`src/rtl/mips_ext_pkg.sv`:
```
// Shared mode encodings and skid-buffer state encoding for the immediate/data extender.
package mips_ext_pkg;

    localparam logic [2:0] EXT_SIGN   = 3'd0;
    localparam logic [2:0] EXT_ZERO   = 3'd1;
    localparam logic [2:0] EXT_UPPER  = 3'd2;
    localparam logic [2:0] EXT_BYTE_S = 3'd3;
    localparam logic [2:0] EXT_BYTE_U = 3'd4;
    localparam logic [2:0] EXT_HALF_S = 3'd5;

    typedef enum logic [1:0] {
        ST_EMPTY = 2'd0,
        ST_ONE   = 2'd1,
        ST_FULL  = 2'd2
    } ext_state_e;

endpackage

```
`src/rtl/imm_ext_core.sv`:
```
// Combinational extender: maps (in_data, in_mode) to the OUT_WIDTH result plus an illegal-mode flag.
module imm_ext_core
    import mips_ext_pkg::*;
#(
    parameter int IN_WIDTH  = 16,
    parameter int OUT_WIDTH = 32
) (
    input  logic [IN_WIDTH-1:0]  in_data,
    input  logic [2:0]           in_mode,
    output logic [OUT_WIDTH-1:0] ext,
    output logic                 err
);

    localparam int SHIFT = OUT_WIDTH - IN_WIDTH;

    logic signed [IN_WIDTH-1:0] data_s;
    logic signed [7:0]          byte_s;
    logic signed [15:0]         half_s;

    assign data_s = in_data;
    assign byte_s = in_data[7:0];
    assign half_s = in_data[15:0];

    // Size casts of signed operands sign-extend, and stay legal when SHIFT is 0.
    always_comb begin
        ext = '0;
        err = 1'b0;
        case (in_mode)
            EXT_SIGN:   ext = OUT_WIDTH'(data_s);
            EXT_ZERO:   ext = OUT_WIDTH'(in_data);
            EXT_UPPER:  ext = OUT_WIDTH'(in_data) << SHIFT;
            EXT_BYTE_S: ext = OUT_WIDTH'(byte_s);
            EXT_BYTE_U: ext = OUT_WIDTH'(in_data[7:0]);
            EXT_HALF_S: ext = OUT_WIDTH'(half_s);
            default:    err = 1'b1;
        endcase
    end

endmodule

```
`src/rtl/imm_ext_pipe.sv`:
```
// Registered mode-selected extender behind a valid/ready handshake with a 2-entry skid buffer.
module imm_ext_pipe
    import mips_ext_pkg::*;
#(
    parameter int IN_WIDTH  = 16,
    parameter int OUT_WIDTH = 32
) (
    input  logic                 clk,
    input  logic                 rst_n,
    input  logic                 flush,
    input  logic                 in_valid,
    output logic                 in_ready,
    input  logic [IN_WIDTH-1:0]  in_data,
    input  logic [2:0]           in_mode,
    output logic                 out_valid,
    input  logic                 out_ready,
    output logic [OUT_WIDTH-1:0] out_data,
    output logic                 out_err
);

    ext_state_e           state_q, state_d;
    logic [OUT_WIDTH-1:0] main_data_q, main_data_d;
    logic                 main_err_q, main_err_d;
    logic [OUT_WIDTH-1:0] skid_data_q, skid_data_d;
    logic                 skid_err_q, skid_err_d;

    logic [OUT_WIDTH-1:0] ext;
    logic                 ext_err;
    logic                 acc;
    logic                 pop;

    imm_ext_core #(
        .IN_WIDTH (IN_WIDTH),
        .OUT_WIDTH(OUT_WIDTH)
    ) u_core (
        .in_data(in_data),
        .in_mode(in_mode),
        .ext    (ext),
        .err    (ext_err)
    );

    assign in_ready  = (state_q != ST_FULL);
    assign out_valid = (state_q != ST_EMPTY);
    assign out_data  = main_data_q;
    assign out_err   = main_err_q;

    // Flush suppresses both handshakes so no data register moves on that edge.
    assign acc = in_valid && in_ready && !flush;
    assign pop = out_valid && out_ready && !flush;

    always_comb begin
        state_d     = state_q;
        main_data_d = main_data_q;
        main_err_d  = main_err_q;
        skid_data_d = skid_data_q;
        skid_err_d  = skid_err_q;
        case (state_q)
            ST_EMPTY: begin
                if (acc) begin
                    main_data_d = ext;
                    main_err_d  = ext_err;
                    state_d     = ST_ONE;
                end
            end
            ST_ONE: begin
                if (acc && !pop) begin
                    skid_data_d = ext;
                    skid_err_d  = ext_err;
                    state_d     = ST_FULL;
                end else if (acc && pop) begin
                    main_data_d = ext;
                    main_err_d  = ext_err;
                end else if (pop) begin
                    state_d = ST_EMPTY;
                end
            end
            ST_FULL: begin
                if (pop) begin
                    main_data_d = skid_data_q;
                    main_err_d  = skid_err_q;
                    state_d     = ST_ONE;
                end
            end
            default: state_d = ST_EMPTY;
        endcase
        if (flush) begin
            state_d = ST_EMPTY;
        end
    end

    always_ff @(posedge clk or negedge rst_n) begin
        if (!rst_n) begin
            state_q     <= ST_EMPTY;
            main_data_q <= '0;
            main_err_q  <= 1'b0;
            skid_data_q <= '0;
            skid_err_q  <= 1'b0;
        end else begin
            state_q     <= state_d;
            main_data_q <= main_data_d;
            main_err_q  <= main_err_d;
            skid_data_q <= skid_data_d;
            skid_err_q  <= skid_err_d;
        end
    end

endmodule

```
`config.mk`:
```
export PLATFORM = sky130hd
export DESIGN_NAME = imm_ext_pipe
export DESIGN_NICKNAME = d
export VERILOG_FILES = /design/src/rtl/mips_ext_pkg.sv /design/src/rtl/imm_ext_core.sv /design/src/rtl/imm_ext_pipe.sv
export SDC_FILE = /design/constraint.sdc
export NUM_CORES = 1
export LEC_CHECK = 0
export BUFFER_PORTS_ARGS = -buffer_cell sky130_fd_sc_hd__clkbuf_2
export CAP_MARGIN = 5
export CORE_ASPECT_RATIO = 2
export CORE_MARGIN = 2
export CORE_UTILIZATION = 30
export DETAILED_ROUTE_END_ITERATION = 10
export PLACE_DENSITY = 0.59
export SLEW_MARGIN = 20
export SYNTH_ARGS = -nofsm -noshare
export SYNTH_HDL_FRONTEND = slang
export SYNTH_SLANG_ARGS = --single-unit
export TNS_END_PERCENT = 100
```
`constraint.sdc`:
```
create_clock -name clk -period 2 [get_ports clk]
set_input_delay 0.5 -clock clk [delete_from_list [all_inputs] [get_ports clk]]
set_output_delay 0.5 -clock clk [all_outputs]
set_load 0.05 [all_outputs]
```
==> results_tabular.tex, run 1 <==
\begin{tabular}{lr}
\hline
Metric & Value \\
\hline
\multicolumn{2}{l}{\textbf{Status}} \\
\quad Run status & completed \\
\multicolumn{2}{l}{\textbf{Routing}} \\
\quad Post-route DRC & 0 \\
\quad Total via count after detailed routing & 2728 \\
\quad Number of DRC markers after the initial detailed-route iteration & 124 \\
\quad Drt wl/cell & 15.85 um \\
\quad Vias per std cell & 5.071 \\
\quad Detail Route Antenna Nets & 0 \\
\quad Aggregate routed wire length & 8528 um \\
\quad Drt first pass iters & 4 \\
\multicolumn{2}{l}{\textbf{Critical path}} \\
\quad R2R cell count & 4 \\
\quad Capture instance of the worst register-to-register path & out\_data[26]\$\_DFFE\_PN0P\_ \\
\quad Worst setup path class & flop to primary output \\
\quad Required time at the endpoint of the critical path & 1.50 ns \\
\quad FF-to-FF Start & state\_q[1]\$\_DFFE\_PN0P\_ \\
\quad Kind of end point of the critical path & primary output \\
\quad Crit path max fanout & 6 \\
\quad Crit path arrival time & 1.44 ns \\
\quad Register-to-Register Setup Slack & 0.23 ns \\
\quad Startpoint types & flop \\
\multicolumn{2}{l}{\textbf{Synthesis}} \\
\quad Post-synth top flop & sky130\_fd\_sc\_hd\_\_dfrtp\_1 \\
\quad Count of warnings emitted by yosys & 0 \\
\quad Synth Cell Area & 3277 um\^{}2 \\
\quad Compound-Gate Fraction of Synth Area & 0.2207 \\
\quad Dominant combinational cell family by area after synthesis & compound AO/OA/AOI/OAI gates \\
\quad Syn\_area\_per\_cell & 9.695 um\^{}2 \\
\quad Parity-gate share of the synthesized area counting xor and xnor cells & 0 \\
\quad Area fraction of the dominant cell type after synthesis & 0.5193 \\
\quad Number of synthesized register bits & 68 \\
\quad Number of enable flip-flop cells after synthesis & 0 \\
\quad Post-synthesis instance total & 338 \\
\quad Library cell occupying the most area in the post-synthesis netlist & sky130\_fd\_sc\_hd\_\_dfrtp\_1 \\
\quad Share of flip-flops with an asynchronous set or reset after synthesis & 1.000 \\
\quad Portion of netlist area occupied by mux cells & 0.03780 \\
\quad Synthesized netlist net count & 362 \\
\quad Post-Synth Adder-Cell Area & 0 \\
\quad Cells taking the most area after synthesis & sky130\_fd\_sc\_hd\_\_dfrtp\_1, sky130\_fd\_sc\_hd\_\_nand2\_1, sky130\_fd\_sc\_hd\_\_o21ai\_0 \\
\quad Post-synthesis simple-gate area fraction & 0.1814 \\
\quad Sequential share of the synthesized area & 0.5193 \\
\quad Yosys cell types & 39 \\
\multicolumn{2}{l}{\textbf{Final layout}} \\
\quad Final Core Density & 0.3830 \\
\quad Share of post-route cells with drive strength above 1 & 0.2789 \\
\quad Layout-stage area growth over the synthesis result & 26.35\% \\
\quad Nets & 417 \\
\quad Filler Cell Count & 1138 \\
\quad Number of antenna repair diodes & 0 \\
\quad Commonest cells after routing, fill and taps aside & sky130\_fd\_sc\_hd\_\_dfrtp\_1, sky130\_fd\_sc\_hd\_\_clkbuf\_2, sky130\_fd\_sc\_hd\_\_nand2\_1, sky130\_fd\_sc\_hd\_\_o21ai\_0, sky130\_fd\_sc\_hd\_\_nor2\_1 \\
\quad Commonest non-fill, non-tap cell in the layout & sky130\_fd\_sc\_hd\_\_dfrtp\_1 \\
\multicolumn{2}{l}{\textbf{Floorplan}} \\
\quad Die width & 77.90 um \\
\quad I/O pin cnt & 59 \\
\quad Starting Density & 0.3031 \\
\quad Total core area & 10810 um\^{}2 \\
\quad Chip height & 151.8 um \\
\quad Die Footprint & 11830 um\^{}2 \\
\quad Number of placement rows & 54 \\
\multicolumn{2}{l}{\textbf{Pwr}} \\
\quad Portion of total power attributed to the clock network & 0.376 \\
\quad Static power due to leakage & 1.915 nW \\
\quad Worst voltage drop across the vdd grid & 0.4334 mV \\
\quad P\_int & 3.212 mW \\
\quad Power dissipated by switching net loads & 1.508 mW \\
\quad Combinational group share of total power & 0.237 \\
\quad Switching power share of the total & 0.3196 \\
\quad Power Total & 4.720 mW \\
\quad Power density over the cells & 1140 nW/um\^{}2 \\
\quad Reg power frac & 0.387 \\
\multicolumn{2}{l}{\textbf{Placement}} \\
\quad Minimum setup slack after placement & -0.08333 ns \\
\quad Buffers added on ports & 58 \\
\quad Detailed placer's ending HPWL & 6477 um \\
\quad Placer's final routability congestion estimate & 0.8033 \\
\multicolumn{2}{l}{\textbf{Global route}} \\
\quad Pin count of the biggest net entering global routing & 43 \\
\quad Combined global-route utilization of all metal layers & 0.1526 \\
\quad Via count of the first global-routing pass & 2873 \\
\quad Sum of overflow across all layers after global routing & 0 \\
\quad Antenna violations before repair & 0 \\
\quad Global-route wire length before repair & 14260 um \\
\multicolumn{2}{l}{\textbf{STA}} \\
\quad Final count of pins violating max slew & 0 \\
\quad Fin worst setup slack & 0.06295 ns \\
\quad Setup repair after global routing missed its margin & no \\
\quad Maximum frequency from static timing analysis & 0.5162 GHz \\
\quad Post-route clock skew & 0.005158 ns \\
\quad Setup total negative slack & 0 ns \\
\quad Slew @ Worst Pin & 0.8140 ns \\
\quad Tcrit/Tclk final & 0.9685 \\
\quad Setup-violating endpoint count in the final report & 0 \\
\quad Hold Violations, Final & 0 \\
\quad Final Critical Period & 1.937 ns \\
\quad Tightest slew margin relative to the limit & 0.4562 \\
\multicolumn{2}{l}{\textbf{Clocking}} \\
\quad TritonCTS clock tree & done \\
\quad Root Buffer Master & sky130\_fd\_sc\_hd\_\_clkbuf\_16 \\
\quad Count of buffers added by post-CTS timing repair for setup & 0 \\
\quad Clk sink count & 68 \\
\quad Clock buffers created by TritonCTS & 9 \\
\quad Latest clock arrival within the worst-skew pair & 0.33 ns \\
\quad Clock transition time at the flip-flop clock pins of the worst setup and hold paths & 0.06 ns \\
\quad H-Tree Level Count & 3 \\
\quad Max Root-Sink Buffers & 2 \\
\multicolumn{2}{l}{\textbf{Worst hold path}} \\
\quad Class of the tightest hold or removal check & input pin to asynchronous set/reset pin \\
\multicolumn{2}{l}{\textbf{Run}} \\
\quad Number of maximum-capacitance constraint violations & 0 \\
\hline
\end{tabular}
-- power groups by stage --
stage | clock [mW] | combinational [mW] | sequential [mW]
3_3_place_gp | 0 | 1.11 | 1.84
2_1_floorplan | 0 | 0.408 | 2.23
3_5_place_dp | 0 | 1.13 | 1.85
6_report | 1.77 | 1.12 | 1.83
4_1_cts | 1.80 | 1.13 | 1.83
5_1_grt | 1.87 | 1.21 | 1.87
-- worst max path at each step --
stage	slack [ns]	to	from
2_1_floorplan	0.33	out_data[6]$_DFFE_PN0P_	in_valid
3_3_place_gp	-0.09	out_data[27]$_DFFE_PN0P_	in_mode[1]
3_5_place_dp	-0.08	out_data[27]$_DFFE_PN0P_	in_mode[1]
4_1_cts	0.03	in_ready	state_q[0]$_DFFE_PN0P_
5_1_grt	0.0003	in_ready	state_q[0]$_DFFE_PN0P_
6_report	0.06	in_ready	state_q[0]$_DFFE_PN0P_
-- registers in the layout, summed over array words and instances, names as in the netlist --
name	flops
skid_err_q	1
skid_data_q	32
out_err	1
state_q	2
out_data	32
-- synthesized netlist by cell type (all sizes together) (8+ instances only) --
cell type,number
nand2,55
a211oi,8
dfrtp,68
nor2b,14
a31oi,17
clkbuf,11
a221o,14
o21ai,42
nor2,23
mux2,11
and3b,8
a21oi,18
buf,15
-- metal layers --
layer / routed length [um] / part of all wire / global-route usage
met1: 3260 / 0.38 / 0.1651
met2: 4681 / 0.55 / 0.2726
met3: 280 / 0.033 / 0.02791
met4: 306 / 0.036 / 0.08605
met5: 0 / 0 / 0
-- per-stage QoR --
step	std cells	hold slack [ns]	area [um^2]
6_report	538	0.01460	4140
5_1_grt	538	0.01526	4140
4_1_cts	538	0.008518	4140
3_5_place_dp	522	0.3647	3796
3_3_place_gp	522	0.3611	3796
2_1_floorplan	338	0.2044	3277
-- logic make-up (layout without fill, tap and decap cells) --
logic type | Yosys count | count (layout)
AND/OR/NAND/NOR | 120 | 120
AO/OA/AOI/OAI | 110 | 110
flip-flops | 68 | 68
buffers and inverters | 29 | 89
multiplexers | 11 | 11
-- critical path: stages, from the launching register on --
cell and delay (ns):
sky130_fd_sc_hd__dfrtp_1 0.43, sky130_fd_sc_hd__and2b_1 0.26, sky130_fd_sc_hd__inv_2 0.13, sky130_fd_sc_hd__buf_2 0.28
-- cell type report --
cell class	instances	area, um^2	share of cell area
well taps	140	175.2	0.04231
flip-flops and latches	68	1702	0.4110
repair buffers	70	455.4	0.1100
inverters	3	11.26	0.002720
multi-input cells	241	1459	0.3524
clock inverters	3	67.56	0.01632
clock buffers	13	270.3	0.06528
-- timing repair --
| action | CTS | global route |
|---|---|---|
| resized for setup | 1 | 1 |
| endpoints found under the setup margin | 14 | 1 |
| hold buffers | 0 | 0 |
No activity file was read; power rests on OpenSTA's default activity.
==> inputs of run 2 (changes only) <==
--- a/config.mk
+++ b/config.mk
@@ -7,11 +7,11 @@
 export LEC_CHECK = 0
 export BUFFER_PORTS_ARGS = -buffer_cell sky130_fd_sc_hd__clkbuf_2
 export CAP_MARGIN = 5
-export CORE_ASPECT_RATIO = 2
+export CORE_ASPECT_RATIO = 1.75
 export CORE_MARGIN = 2
-export CORE_UTILIZATION = 30
+export CORE_UTILIZATION = 55
 export DETAILED_ROUTE_END_ITERATION = 10
-export PLACE_DENSITY = 0.59
+export PLACE_DENSITY_LB_ADDON = 0.15
 export SLEW_MARGIN = 20
 export SYNTH_ARGS = -nofsm -noshare
 export SYNTH_HDL_FRONTEND = slang
==> results_tabular.tex, run 2 (synthesized netlist as in run 1, its figures left out) <==
\begin{tabular}{lr}
\hline
Metric & Value \\
\hline
\multicolumn{2}{l}{\textbf{Status}} \\
\quad Run status & completed \\
\multicolumn{2}{l}{\textbf{Critical path}} \\
\quad Crit path max fanout & 8 (+2) \\
\quad Worst setup path class & flop to primary output \\
\quad Crit path arrival time & 1.39 ns (-0.05 ns) \\
\quad Critical-path cell list & and2b\_1 -> inv\_4 -> buf\_4 \\
\quad Master of the slowest instance on the critical path & sky130\_fd\_sc\_hd\_\_dfrtp\_1 \\
\quad Buf+Inv Stages, Crit Path & 2 (unchanged) \\
\quad Kind of end point of the critical path & primary output \\
\quad Startpoint types & flop \\
\quad Required time at the endpoint of the critical path & 1.50 ns (about the same) \\
\quad Delay contributed by the slowest stage of the critical path & 0.45 ns (+0.02 ns) \\
\quad Cell family with most CP delay & flip-flops \\
\multicolumn{2}{l}{\textbf{Global route}} \\
\quad Antenna violations before repair & 0 (unchanged) \\
\quad Via count of the first global-routing pass & 2646 (-7.9\%) \\
\quad Sum of overflow across all layers after global routing & 0 (unchanged) \\
\quad Global-route wire length before repair & 12680 um (-11\%) \\
\quad Pin count of the biggest net entering global routing & 69 (+60\%) \\
\quad Combined global-route utilization of all metal layers & 0.2418 (+0.08925) \\
\multicolumn{2}{l}{\textbf{Run}} \\
\quad Number of maximum-capacitance constraint violations & 0 (unchanged) \\
\multicolumn{2}{l}{\textbf{Pwr}} \\
\quad Switching power share of the total & 0.3434 (+0.02383) \\
\quad P\_int & 2.746 mW (-14\%) \\
\quad Combinational group share of total power & 0.264 (+0.027) \\
\quad Worst voltage drop across the vdd grid & 0.6544 mV (+51\%) \\
\quad Reg power frac & 0.435 (+0.048) \\
\quad Power dissipated by switching net loads & 1.436 mW (-4.8\%) \\
\quad Power density over the cells & 1064 nW/um\^{}2 (-6.7\%) \\
\quad Portion of total power attributed to the clock network & 0.301 (-0.075) \\
\quad Static power due to leakage & 1.860 nW (-2.9\%) \\
\multicolumn{2}{l}{\textbf{Clocking}} \\
\quad H-Tree Level Count & 3 (unchanged) \\
\quad Max Root-Sink Buffers & 2 (unchanged) \\
\quad Clock buffers created by TritonCTS & 9 (unchanged) \\
\quad Clock transition time at the flip-flop clock pins of the worst setup and hold paths & 0.07 ns (about the same) \\
\quad Latest clock arrival within the worst-skew pair & 0.34 ns (about the same) \\
\quad TritonCTS clock tree & done \\
\quad Count of buffers added by post-CTS timing repair for setup & 0 (unchanged) \\
\quad Clk sink count & 68 (unchanged) \\
\quad Root Buffer Master & sky130\_fd\_sc\_hd\_\_clkbuf\_8 \\
\multicolumn{2}{l}{\textbf{Final layout}} \\
\quad Share of post-route cells with drive strength above 1 & 0.2839 (+0.005025) \\
\quad Filler Cell Count & 480 (-58\%) \\
\quad Final Core Density & 0.6740 (+0.2910) \\
\quad Commonest cells after routing, fill and taps aside & sky130\_fd\_sc\_hd\_\_dfrtp\_1, sky130\_fd\_sc\_hd\_\_clkbuf\_2, sky130\_fd\_sc\_hd\_\_nand2\_1, sky130\_fd\_sc\_hd\_\_o21ai\_0, sky130\_fd\_sc\_hd\_\_nor2\_1 \\
\quad Commonest non-fill, non-tap cell in the layout & sky130\_fd\_sc\_hd\_\_dfrtp\_1 \\
\quad Nets & 417 (unchanged) \\
\quad Number of antenna repair diodes & 0 (unchanged) \\
\quad Layout-stage area growth over the synthesis result & 19.97\% \\
\multicolumn{2}{l}{\textbf{Floorplan}} \\
\quad Number of placement rows & 37 (-31\%) \\
\quad I/O pin cnt & 59 (unchanged) \\
\quad Die width & 62.35 um (-20\%) \\
\quad Chip height & 106.1 um (-30\%) \\
\quad Starting Density & 0.5618 (+0.2587) \\
\quad Die Footprint & 6616 um\^{}2 (-44\%) \\
\quad Total core area & 5833 um\^{}2 (-46\%) \\
\multicolumn{2}{l}{\textbf{STA}} \\
\quad Hold Violations, Final & 0 (unchanged) \\
\quad Setup repair after global routing missed its margin & no \\
\quad Setup total negative slack & 0 ns (unchanged) \\
\quad Final count of pins violating max slew & 0 (unchanged) \\
\quad Setup-violating endpoint count in the final report & 0 (unchanged) \\
\quad Slew @ Worst Pin & 0.7980 ns (-0.01601 ns) \\
\quad Tightest slew margin relative to the limit & 0.4669 (+0.01069) \\
\quad Post-route clock skew & 0.006310 ns (+0.001152 ns) \\
\quad Final Critical Period & 1.891 ns (-0.04619 ns) \\
\quad Maximum frequency from static timing analysis & 0.5289 GHz (+2.4\%) \\
\quad Tcrit/Tclk final & 0.9454 (-0.02309) \\
\multicolumn{2}{l}{\textbf{Placement}} \\
\quad Buffers added on ports & 58 (unchanged) \\
\quad Placer's final routability congestion estimate & 0.8998 (+12\%) \\
\quad Detailed placer's ending HPWL & 5316 um (-18\%) \\
\multicolumn{2}{l}{\textbf{Routing}} \\
\quad Drt first pass iters & 5 (+1) \\
\quad Drt wl/cell & 15.72 um (-0.82\%) \\
\quad Vias per std cell & 5.710 (+13\%) \\
\quad Post-route DRC & 0 (unchanged) \\
\quad Aggregate routed wire length & 7483 um (-12\%) \\
\quad Total via count after detailed routing & 2718 (-0.37\%) \\
\quad Number of DRC markers after the initial detailed-route iteration & 149 (+20\%) \\
\quad Detail Route Antenna Nets & 0 (unchanged) \\
\multicolumn{2}{l}{\textbf{Worst hold path}} \\
\quad Class of the tightest hold or removal check & input pin to asynchronous set/reset pin \\
\hline
\end{tabular}
==> run 2: changes by cell type in the layout (fill, tap and decap cells not counted), moves of 2 or more <==
cell,before,now
sky130_fd_sc_hd__buf_12,6,4
sky130_fd_sc_hd__clkinv_2,0,2
sky130_fd_sc_hd__clkinv_4,0,2
sky130_fd_sc_hd__clkbuf_16,9,0
sky130_fd_sc_hd__buf_4,6,9
sky130_fd_sc_hd__clkbuf_8,3,10
==> run 2: area by class of cell <==
type	count	area (um^2)	area share
Sequential cell	68	1703	0.4332
Multi-Input combinational cell	241	1459	0.3711
Timing Repair Buffer	70	432.9	0.1101
Clock buffer	10	137.6	0.03501
Tap cell	78	97.59	0.02482
Clock inverter	6	87.58	0.02228
Inverter	3	13.76	0.003501
==> run 2: routing by layer <==
metal / GRT usage / vias up / wire, um
met2: 0.4146 / 88 / 3873
met3: 0.04762 / 13 / 357
met1: 0.2908 / 1299 / 3036
met4: 0.1175 / 0 / 216
met5: 0 / - / 0
li1: - / 1318 / -
==> run 2: path summary, 6_finish.rpt <==
check	slack [ns]	end	depth (start not counted)	startpoint
min in group clk	0.41	skid_data_q[5]$_DFFE_PN0P_	3	in_data[5]
setup reg to reg	0.22	out_data[25]$_DFFE_PN0P_	4	state_q[1]$_DFFE_PN0P_
max in group asynchronous	1.53	out_data[10]$_DFFE_PN0P_	2	rst_n
hold reg to reg	0.48	skid_data_q[15]$_DFFE_PN0P_	2	skid_data_q[15]$_DFFE_PN0P_
hold / removal	0.16	out_data[21]$_DFFE_PN0P_	2	rst_n
setup / recovery	0.11	in_ready	3	state_q[1]$_DFFE_PN0P_
==> run 2: stage by stage <==
stage,area (um^2),worst slack [ns],hold slack [ns],instances,power (mW)
2_1_floorplan,3277,0.3335,0.2044,338,2.639
3_3_place_gp,3694,-0.0007065,0.4594,460,2.919
3_5_place_dp,3694,0.002775,0.4638,460,2.958
4_1_cts,3921,0.02998,0.1736,476,4.218
5_1_grt,3931,0.04026,0.1836,476,4.385
6_report,3931,0.1091,0.1635,476,4.183
==> run 2: power by group through the flow <==
stage / Clock [mW] / Combinational [mW] / Sequential, mW
final: 1.26 / 1.10 / 1.82
after floorplan: 0 / 0.408 / 2.23
after detailed placement: 0 / 1.11 / 1.85
after global placement: 0 / 1.09 / 1.83
after global routing: 1.34 / 1.19 / 1.86
after CTS: 1.28 / 1.11 / 1.82
==> run 2: timing repair <==
item | 4_1_cts | 5_1_grt
hold buffers | 0 | 0
setup endpoints to repair | 1 | 15
gates resized for setup | 1 | 4
==> inputs of run 3 (changes only) <==
--- a/config.mk
+++ b/config.mk
@@ -5,11 +5,12 @@
 export SDC_FILE = /design/constraint.sdc
 export NUM_CORES = 1
 export LEC_CHECK = 0
+export ABC_AREA = 1
 export BUFFER_PORTS_ARGS = -buffer_cell sky130_fd_sc_hd__clkbuf_2
 export CAP_MARGIN = 5
 export CORE_ASPECT_RATIO = 1.75
 export CORE_MARGIN = 2
-export CORE_UTILIZATION = 55
+export CORE_UTILIZATION = 56
 export DETAILED_ROUTE_END_ITERATION = 10
 export PLACE_DENSITY_LB_ADDON = 0.15
 export SLEW_MARGIN = 20
==> results_tabular.tex, run 3 <==
\begin{tabular}{lr}
\hline
Metric & Value \\
\hline
\multicolumn{2}{l}{\textbf{Status}} \\
\quad Run status & completed \\
\multicolumn{2}{l}{\textbf{Critical path}} \\
\quad Critical-path cell list & inv\_2 -> nand2\_2 -> clkbuf\_2 \\
\quad Worst setup path class & flop to primary output \\
\quad Crit path arrival time & 1.43 ns (+0.04 ns) \\
\quad Master of the slowest instance on the critical path & sky130\_fd\_sc\_hd\_\_dfrtp\_1 \\
\quad Startpoint types & flop \\
\quad Required time at the endpoint of the critical path & 1.50 ns (about the same) \\
\quad Buf+Inv Stages, Crit Path & 2 (unchanged) \\
\quad Crit path max fanout & 13 (+5) \\
\quad Cell family with most CP delay & buffers and inverters \\
\quad Delay contributed by the slowest stage of the critical path & 0.44 ns (about the same) \\
\quad Kind of end point of the critical path & primary output \\
\quad Register-to-Register Setup Slack & 0.37 ns (+0.15 ns) \\
\multicolumn{2}{l}{\textbf{Synthesis}} \\
\quad Sequential share of the synthesized area & 0.4792 (-0.04007) \\
\quad Post-synthesis instance total & 487 (+44\%) \\
\quad Most frequent cell after synthesis & sky130\_fd\_sc\_hd\_\_nand2\_1 \\
\quad Cells taking the most area after synthesis & sky130\_fd\_sc\_hd\_\_dfrtp\_1, sky130\_fd\_sc\_hd\_\_nand2\_1, sky130\_fd\_sc\_hd\_\_nand3\_1 \\
\quad Count of warnings emitted by yosys & 0 (unchanged) \\
\quad Post-synth top flop & sky130\_fd\_sc\_hd\_\_dfrtp\_1 \\
\quad Share of flip-flops with an asynchronous set or reset after synthesis & 1.000 (unchanged) \\
\quad Most common library cells after synthesis & sky130\_fd\_sc\_hd\_\_nand2\_1, sky130\_fd\_sc\_hd\_\_dfrtp\_1, sky130\_fd\_sc\_hd\_\_nand3\_1, sky130\_fd\_sc\_hd\_\_nor2\_1, sky130\_fd\_sc\_hd\_\_buf\_2 \\
\quad Number of synthesized register bits & 68 (unchanged) \\
\quad Yosys cell types & 19 (-51\%) \\
\quad Syn\_area\_per\_cell & 7.291 um\^{}2 (-25\%) \\
\quad Number of enable flip-flop cells after synthesis & 0 (unchanged) \\
\quad Synth Cell Area & 3551 um\^{}2 (+8.4\%) \\
\quad Library cell occupying the most area in the post-synthesis netlist & sky130\_fd\_sc\_hd\_\_dfrtp\_1 \\
\quad Synthesized netlist net count & 511 (+41\%) \\
\quad Area fraction of the dominant cell type after synthesis & 0.4792 (-0.04007) \\
\multicolumn{2}{l}{\textbf{Final layout}} \\
\quad Number of antenna repair diodes & 0 (unchanged) \\
\quad Area used by multi-input combinational logic & 1610 um\^{}2 (+10\%) \\
\quad Filler Cell Count & 576 (+20\%) \\
\quad Nets & 562 (+35\%) \\
\quad Final instance count without filler cells & 622 (+31\%) \\
\quad Share of post-route cells with drive strength above 1 & 0.1974 (-0.08650) \\
\quad Layout-stage area growth over the synthesis result & 15.26\% \\
\quad Commonest non-fill, non-tap cell in the layout & sky130\_fd\_sc\_hd\_\_nand2\_1 \\
\quad Sequential cell area & 1702 um\^{}2 (about the same) \\
\quad Commonest cells after routing, fill and taps aside & sky130\_fd\_sc\_hd\_\_nand2\_1, sky130\_fd\_sc\_hd\_\_dfrtp\_1, sky130\_fd\_sc\_hd\_\_nand3\_1, sky130\_fd\_sc\_hd\_\_clkbuf\_2, sky130\_fd\_sc\_hd\_\_nor2\_1 \\
\multicolumn{2}{l}{\textbf{Placement}} \\
\quad Buffers added on ports & 58 (unchanged) \\
\quad Total instance count after detailed placement & 607 (+32\%) \\
\quad Detailed placer's ending HPWL & 5815 um (+9.4\%) \\
\quad Minimum setup slack after placement & 0.3061 ns (+0.3033 ns) \\
\quad Placer's final routability congestion estimate & 0.7955 (-12\%) \\
\multicolumn{2}{l}{\textbf{Pwr}} \\
\quad Combinational group share of total power & 0.314 (+0.050) \\
\quad Worst voltage drop across the vdd grid & 0.8653 mV (+32\%) \\
\quad Power dissipated by switching net loads & 1.767 mW (+23\%) \\
\quad Static power due to leakage & 2.509 nW (+35\%) \\
\quad Reg power frac & 0.422 (-0.013) \\
\quad Power Total & 4.521 mW (+8.1\%) \\
\quad Switching power share of the total & 0.3908 (+0.04741) \\
\quad Portion of total power attributed to the clock network & 0.264 (-0.037) \\
\quad Power density over the cells & 1105 nW/um\^{}2 (+3.8\%) \\
\quad P\_int & 2.754 mW (+0.28\%) \\
\multicolumn{2}{l}{\textbf{STA}} \\
\quad Setup total negative slack & 0 ns (unchanged) \\
\quad Post-route clock skew & 0.004931 ns (-0.001379 ns) \\
\quad Final count of pins violating max slew & 0 (unchanged) \\
\quad Setup repair after global routing missed its margin & no \\
\quad Tcrit/Tclk final & 0.9638 (+0.01840) \\
\quad Tightest slew margin relative to the limit & 0.6262 (+0.1593) \\
\quad Final Critical Period & 1.928 ns (+0.03680 ns) \\
\quad Fin worst setup slack & 0.07233 ns (-0.03680 ns) \\
\quad Slew @ Worst Pin & 0.5593 ns (-0.2387 ns) \\
\quad Hold Violations, Final & 0 (unchanged) \\
\quad Setup-violating endpoint count in the final report & 0 (unchanged) \\
\quad Worst hold slack after final layout & 0.1486 ns (-0.01493 ns) \\
\quad Maximum frequency from static timing analysis & 0.5188 GHz (-1.9\%) \\
\multicolumn{2}{l}{\textbf{Clocking}} \\
\quad Clk sink count & 68 (unchanged) \\
\quad Count of buffers added by post-CTS timing repair for setup & 0 (unchanged) \\
\quad TritonCTS clock tree & done \\
\quad Post-CTS Hold Fix Bufs & 0 (unchanged) \\
\quad H-Tree Level Count & 3 (unchanged) \\
\quad Latest clock arrival within the worst-skew pair & 0.36 ns (+0.02 ns) \\
\quad Root Buffer Master & sky130\_fd\_sc\_hd\_\_clkbuf\_8 \\
\quad Max Root-Sink Buffers & 2 (unchanged) \\
\quad Clock buffers created by TritonCTS & 9 (unchanged) \\
\quad Clock transition time at the flip-flop clock pins of the worst setup and hold paths & 0.07 ns (about the same) \\
\quad Post\_cts resized & 0 (-1) \\
\multicolumn{2}{l}{\textbf{Global route}} \\
\quad Sum of overflow across all layers after global routing & 0 (unchanged) \\
\quad Pin count of the biggest net entering global routing & 69 (unchanged) \\
\quad Antenna violations before repair & 0 (unchanged) \\
\quad Via count of the first global-routing pass & 2986 (+13\%) \\
\quad Combined global-route utilization of all metal layers & 0.2628 (+0.02094) \\
\quad Global-route wire length before repair & 14120 um (+11\%) \\
\multicolumn{2}{l}{\textbf{Floorplan}} \\
\quad I/O pin cnt & 59 (unchanged) \\
\quad Die Footprint & 7019 um\^{}2 (+6.1\%) \\
\quad Total core area & 6181 um\^{}2 (+6.0\%) \\
\quad Number of placement rows & 38 (+2.7\%) \\
\quad Starting Density & 0.5745 (+0.01272) \\
\quad Die width & 64.20 um (+3.0\%) \\
\quad Chip height & 109.3 um (+3.0\%) \\
\multicolumn{2}{l}{\textbf{Worst hold path}} \\
\quad Class of the tightest hold or removal check & input pin to asynchronous set/reset pin \\
\multicolumn{2}{l}{\textbf{Run}} \\
\quad Number of maximum-capacitance constraint violations & 0 (unchanged) \\
\multicolumn{2}{l}{\textbf{Routing}} \\
\quad Drt wl/cell & 13.69 um (-13\%) \\
\quad Detail Route Antenna Nets & 0 (unchanged) \\
\quad Number of DRC markers after the initial detailed-route iteration & 271 (+82\%) \\
\quad Aggregate routed wire length & 8515 um (+14\%) \\
\quad Post-route DRC & 0 (unchanged) \\
\quad Vias per std cell & 5.278 (-7.6\%) \\
\quad Drt first pass iters & 5 (unchanged) \\
\quad Total via count after detailed routing & 3283 (+21\%) \\
\hline
\end{tabular}
## run 3: cell count changes after synthesis, moves of 16 or more
cell                      previous run  this run
sky130_fd_sc_hd__a21oi_1            17         1
sky130_fd_sc_hd__nor2_1             22        49
sky130_fd_sc_hd__nand2_1            55       218
sky130_fd_sc_hd__a31oi_1            17         0
sky130_fd_sc_hd__o21ai_0            36         0
sky130_fd_sc_hd__nand3_1             1        62
sky130_fd_sc_hd__nand4_1             0        19
## run 3: stage by stage
step	utilization	instance area [um^2]
after floorplan	-	3551
after global placement	0.6294	3890
after detailed placement	0.6294	3890
after CTS	0.6621	4093
after global routing	0.6621	4093
final	0.6621	4093
## run 3: final timing paths
| check | cells past startpoint | endpoint | from |
|---|---|---|---|
| worst min register to register | 2 | skid_data_q[16]$_DFFE_PN0P_ | skid_data_q[16]$_DFFE_PN0P_ |
| worst max-delay path | 3 | in_ready | state_q[0]$_DFFE_PN0P_ |
| worst max register to register | 8 | out_data[21]$_DFFE_PN0P_ | state_q[0]$_DFFE_PN0P_ |
| worst min-delay path | 2 | state_q[0]$_DFFE_PN0P_ | rst_n |
| min in group clk | 3 | skid_data_q[2]$_DFFE_PN0P_ | in_data[2] |
| max in group asynchronous | 2 | out_data[10]$_DFFE_PN0P_ | rst_n |
## run 3: final cells by class
class                   count  area share
clock buffers              14     0.04219
clock inverters             1    0.007337
inverters                  12     0.01101
multi-input cells         375      0.3935
flip-flops and latches     68      0.4158
well taps                  80     0.02446
repair buffers             72      0.1058
## run 3: worst register-to-register path, stage by stage (launching register included)
cell	delay (ns)
sky130_fd_sc_hd__dfrtp_1	0.44
sky130_fd_sc_hd__inv_2	0.22
sky130_fd_sc_hd__nand2_2	0.12
sky130_fd_sc_hd__o21ai_2	0.10
sky130_fd_sc_hd__nand2_4	0.23
sky130_fd_sc_hd__buf_12	0.25
sky130_fd_sc_hd__nor2_1	0.09
sky130_fd_sc_hd__nand2_1	0.06
sky130_fd_sc_hd__nand2_1	0.06
## run 3: cell families after synthesis
kind of cell / share of synthesized area
compound gates: 0.01656
buf+inv: 0.06730
flops: 0.4792
simple gates: 0.4369
## run 3: power by group through the flow
stage	Sequential, mW	Combinational, mW	Clock, mW
2_1_floorplan	2.46	0.533	0
3_3_place_gp	1.91	1.40	0
3_5_place_dp	1.93	1.43	0
4_1_cts	1.91	1.44	1.21
5_1_grt	1.95	1.55	1.26
6_report	1.91	1.42	1.19
## run 3: layer usage
layer	share of wire	track usage	up-vias	wire, um
li1	-	-	1648	-
met1	0.43	0.3351	1513	3641
met2	0.49	0.4293	104	4211
met3	0.054	0.04913	18	464
met4	0.023	0.1292	0	198
met5	0	0	-	0
